--- config.mk ---
export PLATFORM = sky130hd
export DESIGN_NAME = nird_joint_hist
export DESIGN_NICKNAME = d
export VERILOG_FILES = /design/src/rtl/nird_joint_hist.sv
export SDC_FILE = /design/constraint.sdc
export NUM_CORES = 2
export LEC_CHECK = 0
export BUFFER_PORTS_ARGS = -buffer_cell sky130_fd_sc_hd__buf_4
export CELL_PAD_IN_SITES_DETAIL_PLACEMENT = 0
export CELL_PAD_IN_SITES_GLOBAL_PLACEMENT = 2
export CORE_UTILIZATION = 35
export DETAILED_ROUTE_END_ITERATION = 12
export PLACE_DENSITY = 0.68
export SLEW_MARGIN = 30
export SYNTH_ARGS = -nofsm -noshare
export SYNTH_HDL_FRONTEND = slang
export SYNTH_SLANG_ARGS = --single-unit
--- constraint.sdc ---
create_clock -name clk -period 7.65 [get_ports clk]
set_input_delay 1.53 -clock clk [delete_from_list [all_inputs] [get_ports clk]]
set_output_delay 1.53 -clock clk [all_outputs]
set_load 0.01 [all_outputs]
--- src/rtl/nird_joint_hist.sv ---
// 10x10 joint histogram of riu2 NI/RD codes over a frame; on frame end streams
// all bins over valid/ready (valid 1 cycle after the pulse, holds on stall), clearing each as read.
module nird_joint_hist #(
  parameter int COLS  = 30,
  parameter int ROWS  = 30,
  parameter int BIN_W = $clog2(COLS*ROWS+1),
  parameter int NBINS = 10
) (
  input  logic             clk,
  input  logic             rst,
  input  logic [3:0]       ni_i,
  input  logic [3:0]       rd_i,
  input  logic             done_i,
  input  logic             progress_done_i,
  output logic             in_ready_o,
  output logic [BIN_W-1:0] hist_o,
  output logic [6:0]       hist_idx_o,
  output logic             hist_valid_o,
  output logic             hist_last_o,
  input  logic             hist_ready_i,
  output logic [BIN_W:0]   total_o,
  output logic             frame_done_o,
  output logic             code_err_o,
  output logic             drop_o
);

  localparam int         NB2      = NBINS*NBINS;
  localparam logic [6:0] LAST_IDX = 7'(NB2-1);

  typedef enum logic {ACCUM, DUMP} state_t;

  state_t           state_q;
  logic [BIN_W-1:0] bin_q [NB2];
  logic [BIN_W:0]   total_q, total_d, total_out_q;
  logic [6:0]       dump_idx_q, samp_idx;
  logic             code_ok, take, accept;
  logic             frame_done_q, code_err_q, drop_q;

  assign code_ok  = (ni_i < 4'(NBINS)) && (rd_i < 4'(NBINS));
  assign samp_idx = 7'(ni_i) * 7'(NBINS) + 7'(rd_i);
  assign take     = (state_q == ACCUM) && done_i && code_ok;
  assign accept   = (state_q == DUMP) && hist_ready_i;
  // Total includes a sample arriving on the same edge as the frame-end pulse.
  assign total_d  = (take && (total_q != '1)) ? total_q + 1'b1 : total_q;

  assign in_ready_o   = (state_q == ACCUM);
  assign hist_valid_o = (state_q == DUMP);
  assign hist_o       = hist_valid_o ? bin_q[dump_idx_q] : '0;
  assign hist_idx_o   = hist_valid_o ? dump_idx_q : '0;
  assign hist_last_o  = hist_valid_o && (dump_idx_q == LAST_IDX);
  assign total_o      = total_out_q;
  assign frame_done_o = frame_done_q;
  assign code_err_o   = code_err_q;
  assign drop_o       = drop_q;

  always_ff @(posedge clk) begin
    if (rst) begin
      for (int i = 0; i < NB2; i++) bin_q[i] <= '0;
      state_q      <= ACCUM;
      total_q      <= '0;
      total_out_q  <= '0;
      dump_idx_q   <= '0;
      frame_done_q <= 1'b0;
      code_err_q   <= 1'b0;
      drop_q       <= 1'b0;
    end else begin
      frame_done_q <= 1'b0;
      case (state_q)
        ACCUM: begin
          if (take && (bin_q[samp_idx] != '1))
            bin_q[samp_idx] <= bin_q[samp_idx] + BIN_W'(1);
          if (done_i && !code_ok)
            code_err_q <= 1'b1;
          if (progress_done_i) begin
            total_out_q <= total_d;
            total_q     <= '0;
            dump_idx_q  <= '0;
            state_q     <= DUMP;
          end else begin
            total_q <= total_d;
          end
        end
        DUMP: begin
          if (done_i)
            drop_q <= 1'b1;
          // Read-clear leaves every bin at zero for the next frame.
          if (accept) begin
            bin_q[dump_idx_q] <= '0;
            if (dump_idx_q == LAST_IDX) begin
              dump_idx_q   <= '0;
              frame_done_q <= 1'b1;
              state_q      <= ACCUM;
            end else begin
              dump_idx_q <= dump_idx_q + 7'd1;
            end
          end
        end
        default: state_q <= ACCUM;
      endcase
    end
  end

endmodule

==> results.yml <==
routing:
  post-route-drc-count: 0
  via_per_inst: 6.382
  postRouteAntennaNets: 0
  wl_um: 291000
  drt_first_pass_iters: 6
  drt_iter0_markers: 7179
  num_vias: 48756
  wl_per_cell_um: 38.08
sta:
  max_slew_margin_pct: 19.63
  timing_worst_slew_pin_value_ns: 1.175
  holdWs_ns: 0.4703
  slew_viol_final: 0
  maxClockFrequency_ghz: 0.1509
  setup_viol: 0
  setup_tns_ns: 0
  min_period_ns: 6.629
  hold_viol: 0
  fin_crit_sh_pct: 86.65
  rsz0062_at_grt: "false"
  finClkSkew_ns: 0.04116
power:
  leakagePower_nw: 25.28
  clkPwrFrac_pct: 34.2
  p_int_mw: 14.11
  seq_power_share_pct: 40.5
  swShare_pct: 33.64
  netSwitchingPower_mw: 7.153
  p_per_area_nw_per_um2: 264.6
  p_comb_share_pct: 25.2
  ir_drop_mv: 0.2503
global_routing:
  grt_max_degree: 107
  gr-usage-all-layers_pct: 28.99
  grt_pass1_wl_um: 396500
  grt_overflow: 0
  grt_pass1_vias: 46893
  antenna_found_initial: 20
floorplanning:
  rows: 162
  core_um2: 195600
  start_util_pct: 35.38
  pin_count: 47
  die_area_um2: 199500
  fp.dieW_um: 446.6
  fp.dieH_um: 446.6
clock_tree:
  cts_max_level: 4
  cts_buffers: 149
  postCtsSetupBuffers: 0
  cts_repair_resize_count: 0
  cts_max_path_buffers: 3
  cts.sink_count: 1320
  cts_hold_buffers: 0
  clk_pin_slew_worst_paths_ns: 0.06
  cts_root_buffer: "clkbuf_16"
  cts_tree: "yes"
  clock_latency_ns: 0.84
hold_path:
  hold_path_class: "register to register"
  min_from: "drop_o$_SDFFE_PP0P_"
run_status:
  status: "complete, no violations"
setup_path:
  cp_max_fo: 11
  critPathLaunchType: "input pin"
  end_kind: "register"
  startpoint: "ni_i[1]"
  worstReg2RegStart: "bin_q[127][0]$_DFFE_PP_"
  critical_path_required_ns: 8.22
  critPathArrivalTime_ns: 7.20
  crit_type: "input pin to register"
logic_synthesis:
  syn_area_um2: 69200
  syn_area_per_cell_um2: 14.79
  yosysUniqueCellTypes: 84
  synth_seq_cells: 1320
  synth_fp_nets: 4705
  netlist.top_cell.by_area: "edfxtp_1"
  async_flop_share_pct: 0
  synth_warnings: 0
  synth-edff-count: 1280
  ys_top_cells_by_area: "edfxtp_1 (56%), mux4_2 (22%), nor2_1 (3.8%)"
  synthCells: 4680
  synth_ff_type: "edfxtp_1"
  synth_top_area_share_pct: 55.55
  synth_seq_area_share_pct: 56.71
cells_and_area:
  instances_no_fill: 7640
  final_common_cell: "edfxtp_1"
  post_route_cells_drive_above_1_share_pct: 30.88
  final_nets: 4909
  syn2layout_area_growth_pct: 16.13
  final_cell_mix: "edfxtp_1 (1,280), nor2_1 (683), mux4_2 (668)"
place:
  place_inst: 7356
  port_buffers: 46
  detailedPlacementHpwl_um: 205700
  finalWeightedCongestion: 1.032
flow_run:
  cap_violations: 0
-- layer usage --
layer / part of all wire (%) / global-route usage [%] / wire length, um / vias up
li1: - / - / - / 19234
met3: 11 / 7.456 / 32470 / 549
met4: 5.4 / 13.55 / 15750 / 14
met1: 39 / 39.75 / 114700 / 25815
met2: 44 / 42.95 / 127900 / 3144
met5: 0.033 / 0 / 97 / -
-- flip-flops by register name, indices dropped and copies added, names as in the netlist, named ones only --
signal,count
bin_q,1280
total_o,11
total_q,11
dump_idx_q,7
code_err_o,1
drop_o,1
frame_done_o,1
hist_valid_o,1
-- Yosys cell counts (7+ instances only) --
cell type     n
a221oi_1     10
or3_1         8
inv_1        16
o21bai_1     24
and3_1       13
nor4_1      143
mux2_2       14
buf_1        42
buf_2       117
edfxtp_1   1280
mux4_2      668
a22oi_1      60
buf_4        64
mux2i_1     198
nand3_1      59
dfxtp_1      40
o211ai_1     13
and2_1       14
clkbuf_1    227
buf_6        30
a31oi_1      14
o21ai_1       7
o21ai_0      25
a2111oi_0    16
a21oi_1      79
a211oi_1     18
ha_1         10
buf_8         7
nor3_1      365
xnor2_1       8
o22ai_1      35
nor2_1      707
nand2_1     196
nand4_1      11
xor2_1        9
nor2b_1       8
-- worst paths after layout --
kind | to | slack [ns] | depth (start not counted)
worst max-delay path | bin_q[32][7]$_SDFFCE_PN0P_ | 1.02 | 18
worst min-delay path | drop_o$_SDFFE_PP0P_ | 0.47 | 2
worst max register to register | bin_q[5][4]$_SDFFCE_PN0P_ | 2.82 | 15
worst min register to register | drop_o$_SDFFE_PP0P_ | 0.47 | 2
-- worst max-delay path: stages --
cell       delay, ns
buf_4           0.13
ha_1            0.29
ha_1            0.18
inv_1           0.07
fa_1            0.43
nand2b_1        0.22
a21oi_1         0.51
xor2_4          0.35
a2111oi_1       0.96
o2111ai_1       0.33
a22o_1          0.31
nor4b_4         0.33
buf_4           0.21
a21oi_4         0.07
nor3_4          0.67
buf_12          0.25
nor2_1          0.09
buf_4           0.21
-- cell type report --
type,count,area [um2]
Fill cell,17861,115200
Sequential cell,1320,39260
Multi-Input combinational cell,2851,27710
Timing Repair Buffer,545,5157
Clock buffer,180,3929
Tap cell,2624,3283
Clock inverter,96,935.9
Inverter,17,63.81
Antenna cell,7,17.52
-- power groups by stage --
stage	Clock [mW]	Sequential [mW]	Combinational, mW
floorplan	0	8.71	2.35
global placement	0	8.76	5.16
detailed placement	0	8.77	5.18
CTS	7.35	8.62	5.19
global route	7.59	8.64	5.36
finish	7.28	8.62	5.37
-- stage by stage --
stage,setup slack (ns),utilization [%],power [mW],instance area [um2]
after detailed placement,0.3581,38.57,13.95,75440
final,1.021,41.08,21.27,80360
after CTS,1.186,41.06,21.16,80300
after global routing,0.9815,41.07,21.59,80340
after global placement,-0.1670,38.53,13.92,75370
after floorplan,1.411,-,11.06,69200
-- logic make-up (layout without fill, tap and decap cells) --
group	Yosys count	in the layout	synth area share (%)
multiplexers	882	882	24.91
XOR/XNOR	17	17	0.2152
AND/OR/NAND/NOR	1555	1555	10.10
flip-flops	1320	1320	56.71
AO/OA/AOI/OAI	385	385	3.951
adder cells (fa/ha/maj)	12	12	0.2387
other	0	7	0
buffers and inverters	509	838	3.877
Power figures use the tool's default switching activity.
